$ cat config.mk
export PLATFORM = sky130hd
export DESIGN_NAME = sync_fifo_ctrl
export DESIGN_NICKNAME = d
export VERILOG_FILES = /design/src/rtl/sync_fifo_ctrl.sv
export SDC_FILE = /design/constraint.sdc
export NUM_CORES = 1
export LEC_CHECK = 0
export BUFFER_PORTS_ARGS = -buffer_cell sky130_fd_sc_hd__buf_2
export CELL_PAD_IN_SITES_DETAIL_PLACEMENT = 1
export CELL_PAD_IN_SITES_GLOBAL_PLACEMENT = 1
export CORE_UTILIZATION = 39
export DETAILED_ROUTE_END_ITERATION = 10
export PLACE_DENSITY = 0.71
export SETUP_SLACK_MARGIN = 0.4
export SLEW_MARGIN = 20
export SYNTH_ARGS = -nofsm -noshare
export SYNTH_HDL_FRONTEND = slang
export SYNTH_SLANG_ARGS = --single-unit
$ cat constraint.sdc
create_clock -name clk -period 5.3 [get_ports clk]
set_input_delay 0.53 -clock clk [delete_from_list [all_inputs] [get_ports clk]]
set_output_delay 0.53 -clock clk [all_outputs]
set_load 0.05 [all_outputs]
$ cat src/rtl/sync_fifo_ctrl.sv
// Single-clock FIFO controller for any integer depth, with level, almost-full/empty and sticky error flags.
// Define SYNC_FIFO_FWFT_EN for first-word-fall-through reads; otherwise reads have one registered cycle of latency.
module sync_fifo_ctrl #(
  parameter int BITS     = 32,
  parameter int SIZE     = 16,
  parameter int AF_LEVEL = SIZE - 2,
  parameter int AE_LEVEL = 2,
  parameter int LW       = $clog2(SIZE + 1)
) (
  input  logic            clk,
  input  logic            rst_n,
  input  logic            p_clear,
  input  logic            p_write_en,
  input  logic [BITS-1:0] p_write_data,
  output logic            p_write_full,
  output logic            p_write_almost_full,
  input  logic            p_read_en,
  output logic [BITS-1:0] p_read_data,
  output logic            p_read_valid,
  output logic            p_read_empty,
  output logic            p_read_almost_empty,
  output logic [LW-1:0]   p_level,
  output logic            p_overflow,
  output logic            p_underflow
);

  localparam int            PW       = (SIZE > 1) ? $clog2(SIZE) : 1;
  localparam logic [PW-1:0] LAST_PTR = PW'(SIZE - 1);
  localparam logic [LW-1:0] FULL_LVL = LW'(SIZE);

  logic [BITS-1:0] mem [SIZE];

  logic [PW-1:0] wptr_q, wptr_d;
  logic [PW-1:0] rptr_q, rptr_d;
  logic [LW-1:0] level_q, level_d;
  logic          ovf_q, ovf_d;
  logic          udf_q, udf_d;
  logic          full, empty, wr_acc, rd_acc;

  assign full  = (level_q == FULL_LVL);
  assign empty = (level_q == '0);

  // Acceptance uses the pre-edge level, so a full FIFO rejects a same-cycle write even when a read drains it.
  assign wr_acc = p_write_en && !full  && !p_clear;
  assign rd_acc = p_read_en  && !empty && !p_clear;

  assign p_write_full        = full;
  assign p_read_empty        = empty;
  assign p_write_almost_full = (level_q >= LW'(AF_LEVEL));
  assign p_read_almost_empty = (level_q <= LW'(AE_LEVEL));
  assign p_level             = level_q;
  assign p_overflow          = ovf_q;
  assign p_underflow         = udf_q;

  function automatic logic [PW-1:0] next_ptr(input logic [PW-1:0] p);
    return (p == LAST_PTR) ? '0 : p + PW'(1);
  endfunction

  always_comb begin
    wptr_d  = wptr_q;
    rptr_d  = rptr_q;
    level_d = level_q;
    ovf_d   = ovf_q;
    udf_d   = udf_q;
    if (p_clear) begin
      wptr_d  = '0;
      rptr_d  = '0;
      level_d = '0;
      ovf_d   = 1'b0;
      udf_d   = 1'b0;
    end else begin
      if (wr_acc) wptr_d = next_ptr(wptr_q);
      if (rd_acc) rptr_d = next_ptr(rptr_q);
      case ({wr_acc, rd_acc})
        2'b10:   level_d = level_q + LW'(1);
        2'b01:   level_d = level_q - LW'(1);
        default: level_d = level_q;
      endcase
      ovf_d = ovf_q | (p_write_en & full);
      udf_d = udf_q | (p_read_en & empty);
    end
  end

  always_ff @(posedge clk or negedge rst_n) begin
    if (!rst_n) begin
      wptr_q  <= '0;
      rptr_q  <= '0;
      level_q <= '0;
      ovf_q   <= 1'b0;
      udf_q   <= 1'b0;
    end else begin
      wptr_q  <= wptr_d;
      rptr_q  <= rptr_d;
      level_q <= level_d;
      ovf_q   <= ovf_d;
      udf_q   <= udf_d;
    end
  end

  // Storage is never reset or flushed; only the pointers decide what is live.
  always_ff @(posedge clk) begin
    if (wr_acc) mem[wptr_q] <= p_write_data;
  end

`ifdef SYNC_FIFO_FWFT_EN
  // The head word is shown only while valid so the output is zero in reset and after a flush.
  assign p_read_valid = !empty;
  assign p_read_data  = empty ? '0 : mem[rptr_q];
`else
  logic [BITS-1:0] rdata_q, rdata_d;
  logic            rvalid_q, rvalid_d;

  always_comb begin
    rdata_d  = rdata_q;
    rvalid_d = 1'b0;
    if (p_clear) begin
      rdata_d = '0;
    end else if (rd_acc) begin
      rdata_d  = mem[rptr_q];
      rvalid_d = 1'b1;
    end
  end

  always_ff @(posedge clk or negedge rst_n) begin
    if (!rst_n) begin
      rdata_q  <= '0;
      rvalid_q <= 1'b0;
    end else begin
      rdata_q  <= rdata_d;
      rvalid_q <= rvalid_d;
    end
  end

  assign p_read_data  = rdata_q;
  assign p_read_valid = rvalid_q;
`endif

endmodule

==> implementation parameters <==
Parameter                              Value

Pwr
  Ratio of total power to cell area    460 nW/um2
  Worst IR Drop VDD    386 uV
  Pwr Total    11.5 mW
  Static leakage power    7.92 nW

Clocking
  Root cell of the clock tree    clkbuf_16
  Post-CTS Hold Buffers    0
  Count of clock tree sinks    560
  Number of buffers created by CTS    57
  Number of gates resized after CTS    0
  Clk buf depth    3
  H-tree depth    2
  TritonCTS clock tree    done
  Postcts setup bufs    0
  Clock Pin Slew Worst Setup and Hold Paths    0.06 ns
  Clock latency reported for the late side of the worst-skew pair    0.60 ns

Critical path
  Endpoint of the worst-slack reg-to-reg timing path    mem[10][29]
  Worst Reg2Reg Path Length in Cells    6
  Worst path arrival time    3.67 ns
  Endpoint class of the critical path    flip-flop
  Worst setup startpoint    p_level[1]
  Critical-path maximum fanout    24
  Classification of the worst setup path    reg -> reg
  CP startpoint kind    flip-flop
  Flop2flop setup slack    1.93 ns
  Required @ worst endpoint    5.60 ns
  Startpoint of the worst register-to-register path    p_level[1]

Global routing
  Number of antenna violations at the first check in global routing    1
  Overall fraction of global-route tracks in use    0.182
  Largest net degree at the start of global routing    86
  Vias in the first global route    11320
  GRT Residual Overflow    0
  First-pass GRT wire length    ~75 mm

Detailed routing
  DR WL/cell    26.1 um
  Number of detailed-route iterations in the first pass    7
  Via count    10324
  Post-detailed-route count of antenna-violating nets    0
  Residual DRC count    0
  Final wirelength    about 50 mm
  Initial detailed-routing violation count    859
  Via density per instance    5.40

STA
  Slew Limit Fails    0
  Fmax    297 MHz
  Slew headroom    0.261
  Tmin final    3.37 ns
  Finish-stage setup viols    0
  Final sum of negative setup slack    0 ns
  Hold Violations, Final    0
  Unrepaired setup endpoints after global routing    false
  Worst Max-Slew Pin Slew    1.11 ns
  Fin Clk Skew    0.0146 ns
  Period Utilization, post-route    0.636

Floorplan
  Top-level I/O count    81
  Initial Utilization    0.394
  DIE HEIGHT    238 um
  Die X    238 um
  Core Area    55000 um2
  Std cell rows    86
  Die Outline Area    56500 um2

Placed design
  DPL Wire Length    between 20 and 30 mm
  Placed Cells incl. Taps    about 1800
  Number of port buffers    80
  Routability Congestion    0.775

Min path
  Min-delay worst type    in -> async

Logic synthesis
  Yosys top cell by area    edfxtp_1
  Main area contributors after synthesis    edfxtp_1, mux4_2, dfrtp_1, nand2_1, a21oi_1
  Count of state elements after synthesis    560
  EDFF count, synth    512
  Number of synthesis warnings    0
  Synthesized area divided by synthesized cell count    between 20 and 25 um2
  Unique cell type count in the Yosys netlist    46
  Mapped Cells    approximately 1000
  Async set or reset register ratio after synthesis    0.0857
  Net count of the mapped netlist    between 1000 and 1500
  Primary FF master, synth    edfxtp_1
  Netlist area before placement    about 22000 um2
  Sequential share of the synthesized area    0.765
  Area fraction of the dominant cell type after synthesis    0.709

Outcome
  Status    finished clean

Flow run
  Number of violations of the max-capacitance limit    0

Final layout
  Final Non-Filler Cells    1913
  Layout cells sized above 1    0.325
  Final #Nets    approximately 1200
  Growth of design area from synthesis to finish    15.0%
-- worst max path at each step --
stage	to	depth (start not counted)
after detailed placement	mem[11][22]	6
after global routing	mem[11][1]	6
final	mem[10][29]	6
after CTS	mem[11][1]	6
after global placement	mem[11][22]	6
after floorplan	mem[3][0]	7
-- logic make-up after synthesis --
kind of cell / Yosys count / synth area share
adders and majority gates: 7 / 0.00404
buffers and inverters: 66 / 0.0156
xor gates and xnor gates: 4 / 0.00162
AOI/OAI and AO/OA: 73 / 0.0211
muxes: 161 / 0.167
and+or+nand+nor: 137 / 0.0263
DFF: 560 / 0.765
-- cell usage in the layout (no fill, tap or decap), drive strengths merged, types with 3 or more instances in the layout --
| cell | netlist | layout |
|---|---|---|
| dfrtp | 48 | 48 |
| clkinv | 0 | 10 |
| clkbuf | 33 | 84 |
| inv | 6 | 9 |
| a21o | 3 | 3 |
| a21oi | 47 | 47 |
| o21ai | 7 | 7 |
| mux4 | 160 | 160 |
| nand2 | 83 | 83 |
| bufinv | 0 | 6 |
| xor2 | 3 | 3 |
| buf | 27 | 109 |
| nor3 | 8 | 8 |
| nor2 | 30 | 30 |
| ha | 7 | 7 |
| clkinvlp | 0 | 4 |
| nand3 | 5 | 5 |
| edfxtp | 512 | 512 |
-- per-layer routing --
layer,share of wire,routed length (um),track usage
met3,0.047,2350,0.0347
met5,0,0,0
met4,0.018,895,0.0481
met1,0.44,21800,0.251
met2,0.50,24900,0.297
-- synth_stat cells (2+ instances only) --
library cell,count
buf_1,2
a21oi_1,46
buf_6,9
a22oi_1,2
ha_1,7
nor3_1,7
mux4_2,160
and3_1,2
clkbuf_1,33
edfxtp_1,512
o2111ai_1,2
a31oi_1,2
or4_1,2
o211ai_1,2
inv_1,5
nor2_1,29
xor2_1,3
o21ai_0,4
nand2b_1,2
a21o_1,3
nor2b_1,2
nand3_1,5
dfrtp_1,48
buf_2,15
nand2_1,83
-- power breakdown --
part	switching (mW)	leakage [nW]	internal (mW)
logic	1.36	1.78	0.943
clock network	1.66	0.889	2.35
registers	0.192	5.26	4.97
-- cell type report --
class,instances,area (um2)
Clock inverter,23,288
Inverter,6,22.5
Fill cell,5072,30100
Timing Repair Buffer,109,643
Clock buffer,84,1570
Antenna cell,1,2.50
Multi-Input combinational cell,382,4880
Tap cell,748,936
Sequential cell,560,16600
-- state kept, by name, indices dropped and copies added (netlist names) --
signal        cells
mem             512
p_read_data      32
rptr_q            4
wptr_q            4
p_level           5
p_overflow        1
p_underflow       1
p_read_valid      1
-- per-stage QoR --
| step | hold WS [ns] | util | worst slack (ns) | area, um2 |
|---|---|---|---|---|
| 3_3_place_gp | 0.476 | 0.420 | 2.17 | 23100 |
| 6_report | 0.119 | 0.453 | 1.93 | 24900 |
| 4_1_cts | 0.127 | 0.453 | 1.95 | 24900 |
| 5_1_grt | 0.153 | 0.453 | 1.69 | 24900 |
| 2_1_floorplan | 0.234 | - | 1.02 | 21700 |
| 3_5_place_dp | 0.483 | 0.420 | 2.01 | 23100 |
-- critical path, stage by stage (launching register included) --
cell and delay [ns]:
dfrtp_1 0.61, or4_1 0.45, o21ai_2 0.18, nor2_1 0.29, nand2_1 0.28, nor2_4 0.90, buf_4 0.35
Power figures use the tool's default switching activity.
